--- src/rtl/pc_seq_pkg.sv ---
// Shared types and constants for the pc_seq program-counter sequencer.
package pc_seq_pkg;

  typedef enum logic [2:0] {
    SEL_INC,
    SEL_BR,
    SEL_JR,
    SEL_RET,
    SEL_CALL,
    SEL_JMP,
    SEL_IRQ,
    SEL_IRET
  } sel_e;

  localparam int unsigned PC_RST = 0;

endpackage

--- src/rtl/pc_ras.sv ---
// Circular return-address stack: a push when full overwrites the oldest entry,
// and a pop when empty leaves the state unchanged; both cases raise a one-cycle event.
module pc_ras #(
  parameter int unsigned W     = 16,
  parameter int unsigned DEPTH = 4
) (
  input  logic                         CLK,
  input  logic                         CLR,
  input  logic                         i_push,
  input  logic                         i_pop,
  input  logic [W-1:0]                 i_din,
  output logic [W-1:0]                 o_top,
  output logic [$clog2(DEPTH+1)-1:0]   o_cnt,
  output logic                         o_empty,
  output logic                         o_ovf,
  output logic                         o_unf
);

  localparam int unsigned PW = $clog2(DEPTH);
  localparam int unsigned CW = $clog2(DEPTH + 1);

  logic [W-1:0]  r_mem [DEPTH];
  logic [PW-1:0] r_ptr;
  logic [CW-1:0] r_cnt;
  logic          w_full;

  assign w_full  = (r_cnt == CW'(DEPTH));
  assign o_empty = (r_cnt == '0);
  assign o_top   = r_mem[r_ptr - PW'(1)];
  assign o_cnt   = r_cnt;
  assign o_ovf   = i_push & w_full;
  assign o_unf   = i_pop & o_empty;

  // Entry contents carry no reset; only pointer and count are meaningful after CLR.
  always_ff @(posedge CLK) begin
    if (i_push) r_mem[r_ptr] <= i_din;
  end

  always_ff @(posedge CLK or posedge CLR) begin
    if (CLR) begin
      r_ptr <= '0;
      r_cnt <= '0;
    end else if (i_push) begin
      r_ptr <= r_ptr + PW'(1);
      if (!w_full) r_cnt <= r_cnt + CW'(1);
    end else if (i_pop && !o_empty) begin
      r_ptr <= r_ptr - PW'(1);
      r_cnt <= r_cnt - CW'(1);
    end
  end

endmodule

--- src/rtl/pc_seq.sv ---
// Program-counter sequencer: priority next-PC mux, PC register, RAS and sticky flags.
// Optional interrupt entry/return is enabled by defining PC_SEQ_IRQ_EN.
module pc_seq
  import pc_seq_pkg::*;
#(
  parameter int unsigned PC_W      = 16,
  parameter int unsigned JMP_W     = 11,
  parameter int unsigned RAS_DEPTH = 4
`ifdef PC_SEQ_IRQ_EN
  ,
  parameter logic [PC_W-1:0] IRQ_VEC = 16'h0008
`endif
) (
  input  logic                             CLK,
  input  logic                             CLR,
  input  logic                             pc_en,
  input  logic                             jmp_flag,
  input  logic [JMP_W-1:0]                 jmp_label,
  input  logic                             call_flag,
  input  logic [PC_W-1:0]                  call_tgt,
  input  logic                             ret_flag,
  input  logic                             jr_flag,
  input  logic [PC_W-1:0]                  jr_tgt,
  input  logic                             br_flag,
  input  logic [PC_W-1:0]                  br_off,
  input  logic                             flag_clr,
`ifdef PC_SEQ_IRQ_EN
  input  logic                             irq_req,
  input  logic                             iret_flag,
  output logic                             irq_ack,
  output logic                             in_isr,
`endif
  output logic [PC_W-1:0]                  pc_o,
  output logic [$clog2(RAS_DEPTH+1)-1:0]   ras_cnt,
  output logic                             ras_ovf,
  output logic                             ras_unf
);

  logic [PC_W-1:0] r_pc;
  logic [PC_W-1:0] w_inc, w_top, w_next_base, w_next;
  sel_e            w_sel_base, w_sel;
  logic            w_empty, w_push, w_pop, w_ovf_evt, w_unf_evt;
  logic            r_ovf, r_unf;

  assign w_inc = r_pc + PC_W'(1);

  always_comb begin
    w_sel_base = SEL_INC;
    if      (jmp_flag)  w_sel_base = SEL_JMP;
    else if (call_flag) w_sel_base = SEL_CALL;
    else if (ret_flag)  w_sel_base = SEL_RET;
    else if (jr_flag)   w_sel_base = SEL_JR;
    else if (br_flag)   w_sel_base = SEL_BR;
  end

  always_comb begin
    w_next_base = w_inc;
    case (w_sel_base)
      SEL_JMP:  w_next_base = {r_pc[PC_W-1:JMP_W], jmp_label};
      SEL_CALL: w_next_base = call_tgt;
      SEL_RET:  w_next_base = w_empty ? w_inc : w_top;
      SEL_JR:   w_next_base = jr_tgt;
      SEL_BR:   w_next_base = r_pc + br_off + PC_W'(1);
      default:  w_next_base = w_inc;
    endcase
  end

`ifdef PC_SEQ_IRQ_EN
  logic [PC_W-1:0] r_epc;
  logic            r_in_isr, r_irq_ack;

  always_comb begin
    w_sel = w_sel_base;
    if      (irq_req && !r_in_isr)  w_sel = SEL_IRQ;
    else if (iret_flag && r_in_isr) w_sel = SEL_IRET;
  end

  always_comb begin
    w_next = w_next_base;
    if      (w_sel == SEL_IRQ)  w_next = IRQ_VEC;
    else if (w_sel == SEL_IRET) w_next = r_epc;
  end

  // epc captures the address that would have been fetched had the interrupt not fired.
  always_ff @(posedge CLK or posedge CLR) begin
    if (CLR) begin
      r_epc     <= '0;
      r_in_isr  <= 1'b0;
      r_irq_ack <= 1'b0;
    end else begin
      r_irq_ack <= pc_en && (w_sel == SEL_IRQ);
      if (pc_en && w_sel == SEL_IRQ) begin
        r_epc    <= w_next_base;
        r_in_isr <= 1'b1;
      end else if (pc_en && w_sel == SEL_IRET) begin
        r_in_isr <= 1'b0;
      end
    end
  end

  assign irq_ack = r_irq_ack;
  assign in_isr  = r_in_isr;
`else
  assign w_sel  = w_sel_base;
  assign w_next = w_next_base;
`endif

  assign w_push = pc_en && (w_sel == SEL_CALL);
  assign w_pop  = pc_en && (w_sel == SEL_RET);

  pc_ras #(
    .W     (PC_W),
    .DEPTH (RAS_DEPTH)
  ) u_ras (
    .CLK     (CLK),
    .CLR     (CLR),
    .i_push  (w_push),
    .i_pop   (w_pop),
    .i_din   (w_inc),
    .o_top   (w_top),
    .o_cnt   (ras_cnt),
    .o_empty (w_empty),
    .o_ovf   (w_ovf_evt),
    .o_unf   (w_unf_evt)
  );

  always_ff @(posedge CLK or posedge CLR) begin
    if (CLR) begin
      r_pc <= PC_W'(PC_RST);
    end else if (pc_en) begin
      r_pc <= w_next;
    end
  end

  // A new event outranks flag_clr in the same cycle.
  always_ff @(posedge CLK or posedge CLR) begin
    if (CLR) begin
      r_ovf <= 1'b0;
      r_unf <= 1'b0;
    end else begin
      r_ovf <= w_ovf_evt | (r_ovf & ~flag_clr);
      r_unf <= w_unf_evt | (r_unf & ~flag_clr);
    end
  end

  assign pc_o    = r_pc;
  assign ras_ovf = r_ovf;
  assign ras_unf = r_unf;

endmodule
--- config.mk ---
export PLATFORM = sky130hd
export DESIGN_NAME = pc_seq
export DESIGN_NICKNAME = d
export VERILOG_FILES = /design/src/rtl/pc_seq_pkg.sv /design/src/rtl/pc_ras.sv /design/src/rtl/pc_seq.sv
export SDC_FILE = /design/constraint.sdc
export NUM_CORES = 1
export LEC_CHECK = 0
export CAP_MARGIN = 20
export CORE_MARGIN = 5
export CORE_UTILIZATION = 58
export CTS_CLUSTER_DIAMETER = 120
export DETAILED_ROUTE_END_ITERATION = 8
export DONT_BUFFER_PORTS = 1
export PLACE_DENSITY = 0.86
export SLEW_MARGIN = 20
export SYNTH_ARGS = -nofsm -noshare
export SYNTH_HDL_FRONTEND = slang
export SYNTH_HIERARCHICAL = 1
export SYNTH_SLANG_ARGS = --single-unit
--- constraint.sdc ---
create_clock -name CLK -period 2.7 [get_ports CLK]
set_input_delay 0.54 -clock CLK [delete_from_list [all_inputs] [get_ports CLK]]
set_output_delay 0.54 -clock CLK [all_outputs]
set_load 0.02 [all_outputs]
---- Word level (Yosys, flattened, before mapping) ----
Memories as Yosys holds them, arrays and structs flattened.
Cells that the tools add are included.
storage, ports and cells
  register bits after elaboration ......... 23
  RAM bits ................................ 64
  logic and storage cells ................. 51
  memories ................................ 1
operators by class
  add/sub/neg operators ................... 7
  equality and inequality tests ........... 7
  multiplexer cells ....................... 14
  bitwise logic cells ..................... 8
  reduce and logical (&&, ||, !) cells .... 8
memory list
  memory       words  width  rd ports  clocked after Yosys merged registers in  wr ports  line          RTL
  u_ras.r_mem  4      16     1         0                                        1         pc_ras.sv:22  logic [W-1:0] r_mem [DEPTH];
operators by type and width
  kind                                                 count
  case mux 16 bit (5 select lines)                     1
  adder 16 x 1 -> 16 bit, second input constant        2
  adder 16 bit                                         1
  two-way mux 16 bit                                   1
  two-way mux 3 bit                                    5
  equality test 3 bit, second input constant           3
  two-way mux 2 bit                                    4
  equality test 3 x 2 -> 1 bit, second input constant  2
  bitwise AND 1 bit                                    4
  AND reduction 2 bit                                  2
  adder 3 x 1 -> 3 bit, second input constant          1
  equality test 3 x 1 -> 1 bit, second input constant  1
  logical AND 1 bit                                    3
  logical NOT 3 bit                                    1
  two-way mux 1 bit                                    3
  subtractor 3 x 1 -> 3 bit, second input constant     1
  adder 2 x 1 -> 2 bit, second input constant          1
  inequality test 2 bit, second input constant         1
  inverter 1 bit                                       2
  bitwise OR 1 bit                                     2
  nonzero test 2 bit                                   1
  subtractor 2 x 1 -> 2 bit, second input constant     1
  logical NOT 1 bit                                    1

---- Depth between registers and ports, before layout ----
Gate-level depths: netlist (run 1).
  depth in word-level cells ............... 10
  mapped depth ............................ 13
  mapped depth without buffers ............ 11

---- Cells and area by module ----
Netlist (run 1), hierarchy kept.
by module, submodules not included
  module  instances  cells an instance  area each (sq um)  seq. area each (sq um)
  pc_ras  1          130                2750.1             2047.0
  pc_seq  1          313                2411.1             450.4

---- Least setup slack after synthesis (run 1) ----
Ideal clock, no wire load.
  path type ............................... register to register
  start ................................... register r_pc[0], in the netlist pc_o[0]
  end ..................................... register r_pc[12], in the netlist pc_o[12]
  library setup time ...................... 0.099 ns
  arrival ................................. 2.559 ns
  path slack .............................. 0.042 ns
  stages on the path, launching flop included .. 12
  buffers on the path ..................... 0
  cell sequence ........................... dfrtp_1 -> inv_1 -> ha_1 -> inv_1 -> fa_1 -> a21o_1 -> a221oi_2 -> o21ai_2 -> o311a_1 -> nor3_1 -> a211oi_1 -> a311oi_1
on the way
  longest elaborated chain between the ends .. 3
RTL lines
  what                                                                 line                        RTL
  from (decl)                                                          pc_seq.sv:39                logic [PC_W-1:0] r_pc;
  from (signal assigned)                                               pc_seq.sv:129               r_pc <= PC_W'(PC_RST);
  from (signal assigned)                                               pc_seq.sv:131               r_pc <= w_next;
  adder 16 bit / adder 16 x 1 -> 16 bit (equally long branches)        pc_seq.sv:63, pc_seq.sv:45
  adder 16 x 1 -> 16 bit / two-way mux 16 bit (equally long branches)  pc_seq.sv:63, pc_seq.sv:61
  case mux 16 bit (5 select lines) *                                   pc_seq.sv:58                case (w_sel_base)
Every way passes the cells marked *; elsewhere a longest branch is shown, timed or not.
A chain may end at the register's enable or synchronous reset.

---- Worst setup path in the final report (run 1) ----
  start ................................... register r_pc[6], in the netlist pc_o[6]
  end ..................................... register r_pc[15], in the netlist pc_o[15]
on the way
  longest elaborated chain between the ends .. 3
RTL lines
  what                                line          RTL
  adder 16 x 1 -> 16 bit *            pc_seq.sv:45  assign w_inc = r_pc + PC_W'(1);
  via w_inc[15]                       pc_seq.sv:40  logic [PC_W-1:0] w_inc, w_top, w_next_base, w_next;
  two-way mux 16 bit                  pc_seq.sv:61  SEL_RET: w_next_base = w_empty ? w_inc : w_top;
  case mux 16 bit (5 select lines) *  pc_seq.sv:58
The timed path passes the listed nets; every way through them passes the cells marked *.

==> summary by stage, run 1 <==
Layout
The share of cells above drive strength 1 is 17.1%. Summing all flip-flop and latch instances after layout gives 2500 um^2. The number of fillers in the final layout is 662.

The area growth from synthesis to layout is 11.7%. The utilization after layout is 66.5%. The multi-input combinational cells in the finished layout cover a total of 2540 um^2. The layout net count is 565. The final cell count without fillers is 588. The repair_antennas step left the layout with diodes totalling 0.

Timing
Dividing the final minimum period by the clock period gives 94.4%. The number of max-slew violations in the final report is 0. Setup repair after global routing could not meet its margin everywhere.

At the pin with the least slew margin, the transition time is 0.891 ns. The count of final setup violators is 0. The achievable clock frequency is 392 MHz.

The clock tree skew after final layout is 0.0130 ns. The worst max-slew margin expressed relative to the limit is 40.5%. The count of final hold-check violations is 0. After layout, the minimum clock period comes to 2.55 ns.

Pwr
In this run the power density over the cells is 815 nW/um^2. The worst ir drop on vdd is 0.444 mV. Summing internal, switching and leakage power gives 0.00470 W.

The leakage power of the design is 2.18 nW.

Drt
The first detailed-routing pass took 5 iterations. The via count is 4005. The DRC violation count after routing is 0. In the final routed layout, each cell accounts on average for 23.2 um. In this run, the number of DRC markers left after iteration 0 of detailed routing was 405.

The number of vias per cell after detailed routing is 6.81. The total detailed-routing wirelength is 13700 um. In this run the remaining antenna-violating nets after routing total 0.

Global routing
The total congestion overflow after global routing is 0. Across every metal layer, demand over resource in global routing totals 25.1%. The wire length of the first global-routing pass is 21600 um. The number of global-route vias before repair is 4000. Entering global routing, the biggest net connects 27 pins. The initial antenna violation count came to 0.

Synth
Synthesis handed over a netlist of 443 instances. The count of yosys warnings during synthesis is 6. The count of flip-flops with a built-in enable after synthesis is 64. The cell area after technology mapping is 5160 um^2. After synthesis, flip-flops and latches occupy 48.4% of the total area. After synthesis, the netlist uses 68 different library cells. In the synthesized netlist the async set-or-reset flop fraction comes to 26.4%. The most common flop cell mapped by yosys is edfxtp_1. The synthesis-stage register bit count is 87.

The post-synth net total is 533. The average cell area after synthesis is 11.7 um^2.

Floorplan
The number of primary I/O pins is 89. The total area inside the core boundary comes to 8680 um^2. Once the floorplan was initialized, standard cells occupied 59.5% of the core.

Measured along the y axis, the die boundary spans 104 um. The total die area is 10900 um^2. The overall die width is 104 um.

The number of core rows is 34.

Worst setup path
The critical path goes through nand3_1 -> nor3_1 -> buf_4 -> and4_4 -> xor2_1 -> a221oi_1 -> nor3_1 -> or3b_1. The startpoint type of the worst setup path is a flip-flop. The sum of buffers and inverters on the critical path is 1.

The worst reg2reg path depth is 8. The reg-to-reg critical path endpoint is pc_o[15]$_DFFE_PP0P_. Of all nets on the critical path, the largest fanout is 6. The family with the most delay on the worst path is simple AND/OR/NAND/NOR gates. The critical-path cell with the highest stage delay is dfrtp_1. For this run, the slowest stage of the critical path takes 0.59 ns.

STA puts the critical path data required time at 2.93 ns. STA puts the critical path data arrival time at 2.78 ns. The dominant cell type by count on the critical path is nor3_1. The origin of the critical flop-to-flop path is pc_o[6]$_DFFE_PP0P_.

The worst register-to-register path has a setup slack of 0.15 ns. STA classifies the critical path endpoint as a flip-flop. The critical path is of the flip-flop to flip-flop type.

Clock network
The clock network latency to the later pin of the worst-skew pair is 0.36 ns. TritonCTS built the clock tree. The clock tree synthesis step divided the H-tree into 3 levels. The clock root buffer is clkbuf_8. The post-CTS clock slew at the launch and capture registers of the worst setup and hold paths is 0.09 ns.

Buffers inserted during clock tree synthesis total 9. Counting along the longest clock path gives a buffer depth of 2. The count of clock tree sinks is 87.

Placed design
Once placement completed, the tool counted placed cells totaling 570. The wire-length estimate of the detail-placed layout is 10000 um. The number of buffers inserted by port buffering is 0.

The final RePlAce weighted congestion is 0.950.

Run
The max-cap check violation count is 0.

Min path
The worst hold path belongs to the class primary input to async pin.

Run status
The flow ran to the end, and the final reports show no timing, DRC or antenna violations.
-- worst max path at each step --
stage	from	to	slack, ns	depth (start not counted)
6_report	pc_o[6]$_DFFE_PP0P_	pc_o[15]$_DFFE_PP0P_	0.15	8
5_1_grt	pc_o[0]$_DFFE_PP0P_	pc_o[12]$_DFFE_PP0P_	-0.02	11
2_1_floorplan	pc_o[0]$_DFFE_PP0P_	pc_o[12]$_DFFE_PP0P_	0.04	11
3_3_place_gp	br_off[0]	pc_o[12]$_DFFE_PP0P_	-0.06	11
4_1_cts	pc_o[0]$_DFFE_PP0P_	pc_o[14]$_DFFE_PP0P_	0.009	11
3_5_place_dp	br_off[0]	pc_o[14]$_DFFE_PP0P_	-0.14	11
-- layout by cell type, fill, tap and decap left out, drive strengths merged, types with 5 or more instances in the layout --
cell | Yosys | final
edfxtp | 64 | 64
a221oi | 9 | 9
nand4 | 6 | 6
nor3 | 10 | 10
nand3 | 16 | 16
ha | 20 | 20
nor2 | 27 | 27
a211oi | 5 | 5
dfrtp | 23 | 23
mux4 | 16 | 16
a222oi | 5 | 5
buf | 11 | 39
o21ai | 24 | 24
nand2 | 30 | 30
clkbuf | 8 | 9
and2 | 13 | 13
and3 | 6 | 6
a21o | 9 | 9
inv | 17 | 18
a22oi | 6 | 6
a21oi | 23 | 23
xnor2 | 14 | 14
o21a | 6 | 6
xor2 | 12 | 12
-- routing by layer --
metal	part of all wire [%]	routed length, um	global-route usage [%]	vias to the layer above
met1	38	5200	32.1	1966
met5	0	0	0	-
li1	-	-	-	1800
met2	51	6910	42.4	215
met3	9.8	1340	6.64	24
met4	1.6	216	6.01	0
-- registers in the layout (all words and copies together) (netlist names) --
signal,cells
u_ras/r_mem,64
u_ras/r_ptr,2
pc_o,16
ras_unf,1
u_ras/o_cnt,3
ras_ovf,1
-- synthesized netlist by cell type, types with 7 or more instances --
master | count | area (um^2)
a21oi_1 | 23 | 115
nand3_1 | 16 | 80.1
nor2_1 | 27 | 101
clkbuf_1 | 8 | 30.0
nand2_1 | 30 | 113
ha_1 | 20 | 250
inv_1 | 17 | 63.8
xnor2_1 | 14 | 123
mux4_1 | 7 | 184
buf_2 | 8 | 40.0
o21ai_0 | 23 | 115
edfxtp_1 | 64 | 1920
nor3_1 | 9 | 45.0
a21o_1 | 9 | 67.6
a221oi_1 | 8 | 70.1
xor2_1 | 12 | 105
and2_1 | 13 | 81.3
dfrtp_1 | 23 | 576
mux4_2 | 9 | 203
-- stage by stage --
step | setup WS [ns] | hold slack, ns | cell area (um^2) | setup TNS, ns
floorplan | 0.0417 | 0.319 | 5160 | 0
global placement | -0.0559 | 0.333 | 5480 | -0.0817
detailed placement | -0.141 | 0.330 | 5480 | -0.300
CTS | 0.00877 | 0.259 | 5720 | 0
global route | -0.0229 | 0.261 | 5770 | -0.0229
finish | 0.151 | 0.247 | 5770 | 0
-- report_power, final --
| group | internal, W | switching, W |
|---|---|---|
| clock | 0.000523 | 0.000478 |
| sequential | 0.00165 | 0.000156 |
| combinational | 0.000855 | 0.00104 |
-- cell type report --
class / instances / share of cell area (%)
clock buffer: 9 / 2.15
clock inverter: 7 / 1.65
inverter: 17 / 1.11
multi-input combinational: 320 / 44.1
sequential: 87 / 43.3
tap: 108 / 2.34
timing repair buffer: 40 / 5.32
-- what timing repair did --
| action | 4_1_cts | 5_1_grt |
|---|---|---|
| gates cloned | 0 | 0 |
| pin swaps | 1 | 6 |
| setup endpoints to repair | 2 | 4 |
| hold endpoints to repair | 5 | 0 |
| hold buffers | 1 | 0 |
| buffers inserted | 0 | 1 |
| gates resized for setup | 3 | 7 |
-- cells by family after synthesis --
| kind of cell | count (synthesis) | share of synthesized area (%) |
|---|---|---|
| adder cells (fa/ha/maj) | 22 | 5.62 |
| AND/OR/NAND/NOR | 131 | 13.4 |
| XOR/XNOR | 26 | 4.41 |
| flip-flops | 87 | 48.4 |
| buffers and inverters | 36 | 3.35 |
| AO/OA/AOI/OAI | 121 | 16.5 |
| multiplexers | 20 | 8.27 |
-- worst register-to-register path, cell delays in order, from the launching register on --
cell	delay [ns]
dfrtp_1	0.59
nand3_1	0.22
nor3_1	0.24
buf_4	0.17
and4_4	0.24
xor2_1	0.15
a221oi_1	0.34
nor3_1	0.09
or3b_1	0.38
No activity file was read; power rests on OpenSTA's default activity.
==> run 2, diff against run 1 <==
Settings changed: SYNTH_HIERARCHICAL 1 to not set.
==> run 2 against run 1 <==
  * Combinational power decreased by 5%
  * Clock power barely moved
  * Sequential power is 5% higher
  * Hold slack got worse by 0.088 ns
  * Maximum frequency is 0.53% higher
  * Critical path type unchanged
  * Largest cell class unchanged
  * Largest power group is now registers
==> summary by stage, run 2 <==
Run status
The flow ran to the end, and the final reports show no timing, DRC or antenna violations.

Synth
Summed over its instances, the top area cell type makes up 36.7% of the synthesized netlist area. The most area-hungry cell type in the Yosys netlist is edfxtp_1. Counting every net in the synthesized netlist gives 556. The most common flop cell mapped by yosys is edfxtp_1. The average cell area after synthesis is 11.2 um^2. The sequential-to-total area share from yosys stat is 47.8%.

The distinct cell type count after synthesis is 68. In this run, synthesis produced a sequential element count of 87. The fraction of registers with async set/reset is 26.4%. The dominant cell by count in the synthesized netlist is edfxtp_1.

The count of flip-flops with a built-in enable after synthesis is 64. The number of standard cells after synthesis is 466. By area the synthesized netlist is led by edfxtp_1 37%, dfrtp_1 11%, mux4_2 6.9%. Yosys printed 0 warnings. In this run the cell area of the synthesized design comes to 5230 um^2.

Counting instances in the post-synthesis netlist gives the leading cell types as 64 x edfxtp_1, 43 x nand2_1, 35 x a21oi_1, 33 x nor2_1, 23 x dfrtp_1.

Clock network
The TritonCTS buffer count is 9. The post-CTS clock slew at the launch and capture registers of the worst setup and hold paths is 0.10 ns. In this run, post-CTS hold repair placed 0 buffers. In this run the number of H-tree levels came out at 3.

The maximum count of clock buffers along a single path is 2. The tree is rooted in a clkbuf_8. At the later pin of the worst-skew pair, clock insertion delay measures 0.36 ns. The CTS tree is done. The number of setup buffers added after CTS is 0.

The clock net in this run drives a total of 87 sinks.

Worst setup path
On the worst path, the slowest cell contributes a delay of 0.41 ns. The number of buffers and inverters on the critical path is 2. The slowest stage of the critical path is the fa_1 cell. The family with the most delay on the worst path is simple AND/OR/NAND/NOR gates. Traced cell by cell, the critical path runs through inv_1 -> ha_1 -> inv_1 -> fa_1 -> a21o_1 -> and4_1 -> nor2_2 -> nor3_1 -> or3_1 -> a31oi_1. The kind of end point of the critical path is a flip-flop.

The critical-path maximum fanout is 6. STA puts the critical path data required time at 2.99 ns. By instance count, the cell type seen most on the critical path is inv_1. STA classifies the critical path startpoint as a flip-flop. The worst setup path is of the flip-flop to flip-flop kind. The arrival time of data at the critical path endpoint is 2.83 ns.

Floorplan
The core outline area is 8760 um^2. The initialized floorplan defines 34 standard-cell rows. Once the floorplan was initialized, standard cells occupied 59.7% of the core. The overall die width is 105 um. 89 I/O pins were placed.

The floorplan step defined a die boundary enclosing 11000 um^2. The die is 105 um tall.

Placed design
The final RePlAce weighted congestion is 0.916. The estimated wirelength of the detail-placed design is 10800 um. During placement, the flow inserted port buffers numbering 0.

Before CTS, the worst setup slack after placement is 0.140 ns. The placed instances occupy a cell area of 5480 um^2.

Run
The max-cap check violation count is 0.

Global routing
In the global route stage, met3 resource usage came out at 9.31%. The wire length of the first global-routing pass is 23100 um. Entering global routing, the biggest net connects 35 pins. The number of global-route vias before repair is 4308. For this run, global-route usage on met1 was measured as 34.0%. The initial antenna violation count was 0. Global routing consumed, on the met2 layer, 41.8% of the routing resources. The total overflow left after global routing is 0. Across every metal layer, demand over resource in global routing totals 26.6%. The peak-usage layer in the global routing report is met2.

Timing
The worst path uses 93.9% of the clock period. The count of final hold-check violations is 0. The clock tree skew after final layout is 0.0213 ns. The number of max-slew violations in the final report was 0. In the post-route analysis, the smallest setup slack over all paths is 0.165 ns. The worst path in the final design needs a cycle of 2.54 ns, including I/O delays and setup.

For the pin with the worst max-slew slack, the measured transition is 0.991 ns. The count of final setup violators is 0. Headroom to the max-slew limit came out at 33.5%. For this run, the top clock speed supported by timing is 394 MHz.

Layout
The register with the most flip-flops in the layout has 64 of them. In the layout the commonest cells are 64 x edfxtp_1, 43 x nand2_1, 35 x a21oi_1, 32 x nor2_1, 29 x buf_4. The share of cells above drive strength 1 is 16.5%.

The total non-filler cell area in the finished layout is 5690 um^2. The library cell used most frequently in the layout, excluding fill and tap cells, is edfxtp_1. The net count of the finished layout is 571. The number of antenna cells inserted is 0. The area growth from synthesis to layout is 8.85%. The register name with the most flops is u_ras.r_mem.

Drt
Dividing the detail-routed wire length by the instance count gives 24.9 um. The pre-antenna-repair detailed-routing pass consisted of 5 iterations. The number of vias per cell after detailed routing is 7.15. The first-iteration detailed-routing DRC count is 539. The total detailed-routing wirelength is 14800 um. Once detail routing completed, the nets flagged for antenna violations numbered 0. The DRC violation count after routing is 0. The routed layout has 4250 vias.

Pwr
The worst ir drop on vdd is 0.445 mV. For this design the static power due to leakage is 2.08 nW. In this run the power density over the cells is 817 nW/um^2.

Min path
The worst hold path belongs to the class primary input to async pin.
## run 2: worst paths after layout
kind	slack [ns]	endpoint	start	cells after the start
worst min-delay path	0.16	pc_o[13]$_DFFE_PP0P_	CLR	1
min in group CLK	0.26	ras_unf$_DFF_PP0_	flag_clr	1
max in group asynchronous	2.06	pc_o[10]$_DFFE_PP0P_	CLR	1
worst max register to register	0.16	pc_o[12]$_DFFE_PP0P_	pc_o[0]$_DFFE_PP0P_	10
worst min register to register	0.58	pc_o[1]$_DFFE_PP0P_	pc_o[1]$_DFFE_PP0P_	2
worst max-delay path	0.16	pc_o[12]$_DFFE_PP0P_	pc_o[0]$_DFFE_PP0P_	10
## run 2: routing by layer
metal,share of wire [%],vias up
li1,-,1840
met1,37,2039
met2,47,323
met3,13,48
met4,3.7,0
met5,0,-
## run 2: logic make-up (layout without fill, tap and decap cells)
group	after synthesis	after routing	synth area share, %
and+or+nand+nor	149	149	15.2
AOI/OAI and AO/OA	121	121	15.6
DFF	87	87	47.8
buffers and inverters	39	59	3.18
muxes	25	25	8.71
xor gates and xnor gates	23	23	4.00
adders and majority gates	22	22	5.55
## run 2: what timing repair did
item | 4_1_cts | 5_1_grt
hold endpoints to repair | 0 | 0
setup endpoints to repair | 0 | 3
gates resized for setup | 0 | 2
## run 2: layout make-up
class	instances	area [um^2]
Fill cell	657	3070
Multi-Input combinational cell	340	2570
Sequential cell	87	2500
Timing Repair Buffer	29	218
Clock buffer	11	151
Tap cell	108	135
Clock inverter	5	63.8
Inverter	14	52.6
## run 2: stage by stage
step	hold slack (ns)	TNS, ns	utilization [%]	instances	power (W)
after floorplan	0.542	0	-	466	0.00315
after global placement	0.563	0	62.5	578	0.00357
after detailed placement	0.566	0	62.5	578	0.00367
after CTS	0.245	0	64.9	594	0.00463
after global routing	0.184	-0.0150	65.0	594	0.00487
final	0.159	0	65.0	594	0.00465
## run 2: power breakdown
group          leakage [nW]  internal, W  switching, W
Clock                 0.106     0.000485      0.000482
Combinational          1.12     0.000783       0.00101
Sequential            0.847      0.00165      0.000242
Total                  2.08      0.00291       0.00174
